**src/rtl/framebuffer_writer_if.sv**
```systemverilog
// Renderer pixel stream into the frame buffer writer: AXI-style valid/ready
// handshake carrying RGB888 plus the scan position of the pixel.
interface framebuffer_writer_if;
  logic [23:0] pixel_tdata;
  logic        pixel_tvalid;
  logic        pixel_tready;
  logic [10:0] hcount_in;
  logic [9:0]  vcount_in;

  modport master (
    output pixel_tdata,
    output pixel_tvalid,
    output hcount_in,
    output vcount_in,
    input  pixel_tready
  );

  modport slave (
    input  pixel_tdata,
    input  pixel_tvalid,
    input  hcount_in,
    input  vcount_in,
    output pixel_tready
  );
endinterface

```
**src/rtl/framebuffer_writer.sv**
```systemverilog
// Frame buffer port-A writer: maps tagged RGB888 pixels to RGB444 BRAM writes (1 cycle latency)
// and fills the buffer with a background colour on request; tready is low for the whole fill.
module framebuffer_writer #(
  parameter int START_X       = 390,
  parameter int START_Y       = 390,
  parameter int END_X         = 634,
  parameter int END_Y         = 765,
  parameter int REGION_DIVIDE = 530,
  parameter int CYL_SHIFT     = 2,
  parameter int ADDR_WIDTH    = 17
) (
  input  logic                  clk_in,
  input  logic                  rst_in,
  framebuffer_writer_if.slave   pix,
  input  logic                  clear_in,
  input  logic [11:0]           clear_color_in,
  output logic [ADDR_WIDTH-1:0] ram_addr_out,
  output logic [11:0]           ram_data_out,
  output logic                  ram_we_out,
  output logic                  frame_done_out,
  output logic                  busy_out,
  output logic [15:0]           drop_count_out
);

  localparam int WIDTH  = END_X - START_X;
  localparam int HEIGHT = END_Y - START_Y;
  localparam int DEPTH  = WIDTH * HEIGHT;
  localparam logic [ADDR_WIDTH-1:0] LAST_ADDR = ADDR_WIDTH'(DEPTH - 1);

  typedef enum logic {STREAM, CLEAR} state_t;

  state_t                state, state_nxt;
  logic [ADDR_WIDTH-1:0] clear_addr;
  logic [11:0]           clear_color;
  logic                  accept;
  logic                  in_cyl;
  logic                  pix_valid;
  logic                  pix_last;
  logic [19:0]           col;
  logic [19:0]           row;
  logic [ADDR_WIDTH-1:0] pix_addr;
  logic [11:0]           pix_data;

  assign pix.pixel_tready = (state == STREAM) && !rst_in;
  assign accept           = pix.pixel_tvalid && pix.pixel_tready;
  assign busy_out         = (state == CLEAR);

  // Rows above REGION_DIVIDE are drawn by the cylinder pass, which lands CYL_SHIFT columns late.
  assign in_cyl    = pix.vcount_in < 10'(REGION_DIVIDE);
  assign pix_valid = (pix.hcount_in >= 11'(START_X)) && (pix.hcount_in < 11'(END_X)) &&
                     (pix.vcount_in >= 10'(START_Y)) && (pix.vcount_in < 10'(END_Y)) &&
                     (!in_cyl || (pix.hcount_in >= 11'(START_X + CYL_SHIFT)));
  assign pix_last  = (pix.hcount_in == 11'(END_X - 1)) && (pix.vcount_in == 10'(END_Y - 1));

  assign col      = 20'(pix.hcount_in) - 20'(START_X) - (in_cyl ? 20'(CYL_SHIFT) : 20'd0);
  assign row      = 20'(pix.vcount_in) - 20'(START_Y);
  assign pix_addr = ADDR_WIDTH'(col + row * 20'(WIDTH));
  assign pix_data = {pix.pixel_tdata[23:20], pix.pixel_tdata[15:12], pix.pixel_tdata[7:4]};

  always_ff @(posedge clk_in or posedge rst_in) begin
    if (rst_in) begin
      state <= STREAM;
    end else begin
      state <= state_nxt;
    end
  end

  always_comb begin
    state_nxt = state;
    case (state)
      STREAM:  if (clear_in) state_nxt = CLEAR;
      CLEAR:   if (clear_addr == LAST_ADDR) state_nxt = STREAM;
      default: state_nxt = STREAM;
    endcase
  end

  always_ff @(posedge clk_in or posedge rst_in) begin
    if (rst_in) begin
      ram_addr_out   <= '0;
      ram_data_out   <= '0;
      ram_we_out     <= 1'b0;
      frame_done_out <= 1'b0;
      drop_count_out <= '0;
      clear_addr     <= '0;
      clear_color    <= '0;
    end else begin
      ram_we_out     <= 1'b0;
      frame_done_out <= 1'b0;
      if (state == CLEAR) begin
        ram_we_out   <= 1'b1;
        ram_addr_out <= clear_addr;
        ram_data_out <= clear_color;
        clear_addr   <= clear_addr + ADDR_WIDTH'(1);
      end else begin
        if (accept) begin
          if (pix_valid) begin
            ram_we_out     <= 1'b1;
            ram_addr_out   <= pix_addr;
            ram_data_out   <= pix_data;
            frame_done_out <= pix_last;
          end else if (drop_count_out != 16'hFFFF) begin
            drop_count_out <= drop_count_out + 16'd1;
          end
        end
        // A pixel accepted alongside the request is still written above; the fill starts next cycle.
        if (clear_in) begin
          clear_color <= clear_color_in;
          clear_addr  <= '0;
        end
      end
    end
  end

endmodule

```
**src/flat_wrapper.sv**
```systemverilog
// flat-port wrapper written by rule: the top's interface ports become plain ports
module framebuffer_writer_flat 
#(
  parameter int START_X       = 390,
  parameter int START_Y       = 390,
  parameter int END_X         = 634,
  parameter int END_Y         = 765,
  parameter int REGION_DIVIDE = 530,
  parameter int CYL_SHIFT     = 2,
  parameter int ADDR_WIDTH    = 17
)
  (clk_in, rst_in, clear_in, clear_color_in, ram_addr_out, ram_data_out, ram_we_out, frame_done_out, busy_out, drop_count_out, pix_pixel_tdata, pix_pixel_tvalid, pix_hcount_in, pix_vcount_in, pix_pixel_tready);
  framebuffer_writer_if pix_i ();
  input  logic clk_in;
  input  logic rst_in;
  input  logic clear_in;
  input  logic [11:0] clear_color_in;
  output logic [ADDR_WIDTH-1:0] ram_addr_out;
  output logic [11:0] ram_data_out;
  output logic ram_we_out;
  output logic frame_done_out;
  output logic busy_out;
  output logic [15:0] drop_count_out;
  input wire logic [$bits(pix_i.pixel_tdata)-1:0] pix_pixel_tdata;
  input wire logic [$bits(pix_i.pixel_tvalid)-1:0] pix_pixel_tvalid;
  input wire logic [$bits(pix_i.hcount_in)-1:0] pix_hcount_in;
  input wire logic [$bits(pix_i.vcount_in)-1:0] pix_vcount_in;
  output wire logic [$bits(pix_i.pixel_tready)-1:0] pix_pixel_tready;
  assign pix_i.pixel_tdata = pix_pixel_tdata;
  assign pix_i.pixel_tvalid = pix_pixel_tvalid;
  assign pix_i.hcount_in = pix_hcount_in;
  assign pix_i.vcount_in = pix_vcount_in;
  assign pix_pixel_tready = pix_i.pixel_tready;
  framebuffer_writer #(.START_X(START_X), .START_Y(START_Y), .END_X(END_X), .END_Y(END_Y), .REGION_DIVIDE(REGION_DIVIDE), .CYL_SHIFT(CYL_SHIFT), .ADDR_WIDTH(ADDR_WIDTH)) u_core (.clk_in(clk_in), .rst_in(rst_in), .pix(pix_i), .clear_in(clear_in), .clear_color_in(clear_color_in), .ram_addr_out(ram_addr_out), .ram_data_out(ram_data_out), .ram_we_out(ram_we_out), .frame_done_out(frame_done_out), .busy_out(busy_out), .drop_count_out(drop_count_out));
endmodule
```
**config.mk**
```make
export PLATFORM = sky130hd
export DESIGN_NAME = framebuffer_writer_flat
export DESIGN_NICKNAME = d
export VERILOG_FILES = /design/src/rtl/framebuffer_writer_if.sv /design/src/rtl/framebuffer_writer.sv /design/src/flat_wrapper.sv
export SDC_FILE = /design/constraint.sdc
export NUM_CORES = 1
export LEC_CHECK = 0
export CORE_MARGIN = 2
export CORE_UTILIZATION = 70
export CTS_CLUSTER_SIZE = 30
export DETAILED_ROUTE_END_ITERATION = 7
export DONT_BUFFER_PORTS = 1
export GPL_TIMING_DRIVEN = 0
export PLACE_DENSITY_LB_ADDON = 0.15
export SYNTH_ARGS = -nofsm -noshare
export SYNTH_HDL_FRONTEND = slang
export SYNTH_SLANG_ARGS = --single-unit
export TNS_END_PERCENT = 100
```
**constraint.sdc**
```tcl
create_clock -name clk_in -period 4.15 [get_ports clk_in]
set_clock_uncertainty 0.2 [all_clocks]
set_input_delay 0.6225 -clock clk_in [delete_from_list [all_inputs] [get_ports clk_in]]
set_output_delay 0.6225 -clock clk_in [all_outputs]
set_load 0.02 [all_outputs]
```
==> flow_summary.yaml <==
worst_setup_path:
  crit_required_ps: 4170
  cp_max_fo: 8
  cp_top_family: "adder cells"
  path_cells: "ha_4, nor3_4, xor2_4, nand2_2, xor2_2, fa_1, inv_2, fa_1, inv_2, ha_4, inv_2, o21bai_1, a21oi_2, buf_4, xor2_2, ha_1, inv_2, ha_4, nand2_4, a2111oi_4, nor4b_2, o41ai_2, xnor2_1, o21ai_1"
  crit_arrival_ps: 5420
  crit_path_start_kind: "input pin"
  cp_slowest_cell: "fa_1"
  r2r_end: "u_core.ram_addr_out[12]"
  path_common_cell: "inv_2"
  r2r_start: "u_core.busy_out"
  crit_buf_inv: 5
  r2r_cells: 7
  end_kind: "register"
  critPathKind: "input pin to register"
  critPathMaxStageDelay_ps: 540
  rrSetupSlack_ps: 1320
die:
  die_y_microns: 97.2
  start_util_pct: 71.1
  io_pins: 110
  core_sq_um: 8550
  rows: 34
  die_width_microns: 97.2
  die-area_sq_um: 9450
status:
  violations: "negative setup slack"
  status: "complete, but fails checks"
layout:
  mostFrequentLayoutCells: "nand2_1 (97), inv_1 (77), dfrtp_1 (77), xnor2_1 (35), ha_1 (35)"
  layout_commonest_cell: "nand2_1"
  final_util_pct: 86.7
  drive_above_1_share_pct: 21.5
  syn2layout_area_growth_pct: 22.0
  final_nets: 875
  antenna_cells: 0
placed_design:
  dp_hpwl_microns: 10900
  place_ws_ps: -1550
  place.gp.congestion: 0.905
  io_buffers: 0
timing:
  post-route-period-util_pct: 130
  whs_ps: 146
  fin_setup_tns_ps: -6860
  slew_headroom_pct: 39.4
  slew_viol_final: 0
  tightest_slew_ps: 909
  setup_viol: 8
  timing.fmax_ghz: 0.185
  rsz0062_at_grt: "yes"
  finalCriticalPeriod_ps: 5400
  fin_ws_ps: -1250
  finalHoldViolations: 0
yosys:
  synthCells: 697
  synth_seq_cells: 77
  yosys_warnings: 0
  ys.flop_type: "dfrtp_1"
  synth_cell_types: 58
  synth_edf_count: 0
  syn_area_sq_um: 6080
  syn_area_per_cell_sq_um: 8.72
  synthArstFlopShare_pct: 100
  ys_seq_area_share_pct: 31.7
  synth_nets: 838
cts:
  root_buffer: "clkbuf_8"
  cts_sinks: 77
  insertion_delay_ps: 350
  clock_path_buffers: 2
  numCtsBuffers: 9
  htreeDepth: 3
  clk_pin_slew_ps: 90
  tritoncts: "yes"
  postCtsHoldBufs: 0
global_route:
  grt_pass1_vias: 5424
  antenna_found_initial: 0
  grt_max_degree: 78
  track_usage_pct: 32.7
  grt_overflow: 0
  grt_pass1_wl_microns: 25300
routing:
  drtIter0Drc: 331
  drtAntennaViolNets: 0
  remaining_drc_errors: 0
  wl_per_cell_microns: 20.6
  vias: 5419
  first_pass_iters: 5
  viasPerCell: 6.40
  totalWireLength_microns: 17400
min_path:
  hp-class: "input pin to asynchronous set/reset pin"
job:
  max-cap-violations: 0
[synth_stat cells (6+ instances only)]
library cell  number  area share (%)
a21o_1            11             1.4
a21oi_1           28             2.3
a22oi_1           16             2.0
a31oi_1            6            0.62
and3_1             6            0.62
buf_2              7            0.58
clkbuf_1          12            0.74
dfrtp_1           77              32
fa_1              20             6.6
ha_1              60              12
inv_1             94             5.8
nand2_1          103             6.4
nand3_1           23             1.9
nand4_1           11             1.1
nor2_1            34             2.1
nor2b_1            7            0.72
nor3_1            10            0.82
o21ai_0           25             2.1
o22ai_1            6            0.62
xnor2_1           43             6.2
xor2_1            27             3.9
[state kept, by name, indices dropped and copies added, names as in the netlist]
register,cells
u_core.clear_color,12
u_core.busy_out,1
u_core.clear_addr,17
u_core.frame_done_out,1
u_core.ram_addr_out,17
u_core.ram_we_out,1
u_core.ram_data_out,12
u_core.drop_count_out,16
[timing repair]
action / 4_1_cts / 5_1_grt
pin swaps: 31 / 29
resized for setup: 28 / 30
setup endpoints to repair: 8 / 9
setup buffers: 14 / 14
[stage by stage]
stage | std cells | instance area (sq um)
after detailed placement | 805 | 6720
after floorplan | 697 | 6580
after global placement | 805 | 6710
final | 847 | 7420
after CTS | 834 | 7160
after global routing | 847 | 7420
[how the worst max path moves through the flow]
| stage | start | end | slack [ps] | cells after the start |
|---|---|---|---|---|
| CTS | pix_vcount_in[2] | u_core.ram_addr_out[16] | -980 | 24 |
| floorplan | pix_vcount_in[2] | u_core.ram_addr_out[15] | -1140 | 23 |
| finish | pix_vcount_in[1] | u_core.ram_addr_out[15] | -1250 | 24 |
| global placement | pix_vcount_in[1] | u_core.ram_addr_out[15] | -1420 | 23 |
| global route | pix_vcount_in[1] | u_core.ram_addr_out[16] | -1480 | 24 |
| detailed placement | pix_vcount_in[2] | u_core.ram_addr_out[16] | -1550 | 24 |
[kinds of logic after synthesis]
family / Yosys count / share of synthesized area (%)
flip-flops: 77 / 31.7
buffers and inverters: 116 / 7.37
XOR/XNOR: 71 / 10.3
adder cells (fa/ha/maj): 82 / 19.3
AO/OA/AOI/OAI: 123 / 13.4
multiplexers: 5 / 0.844
AND/OR/NAND/NOR: 223 / 17.1
[layer usage]
metal / GRT usage (%) / wire [microns] / vias up
met4: 14.2 / 763 / 0
li1: - / - / 2417
met3: 6.83 / 1280 / 76
met1: 39.3 / 6610 / 2627
met5: 0 / 0 / -
met2: 56.7 / 8780 / 299
[final cells by class]
type                       count  area (sq um)
sequential                    77          1930
fill                         413          1130
timing repair buffer          27           226
multi-input combinational    504          4440
inverter                      95           359
clock buffer                  10           128
buffer                        20           124
tap                          108           135
clock inverter                 6          72.6
Power is not shown: default switching activity piles up to over one toggle a cycle in this logic, so the estimate is an artifact.
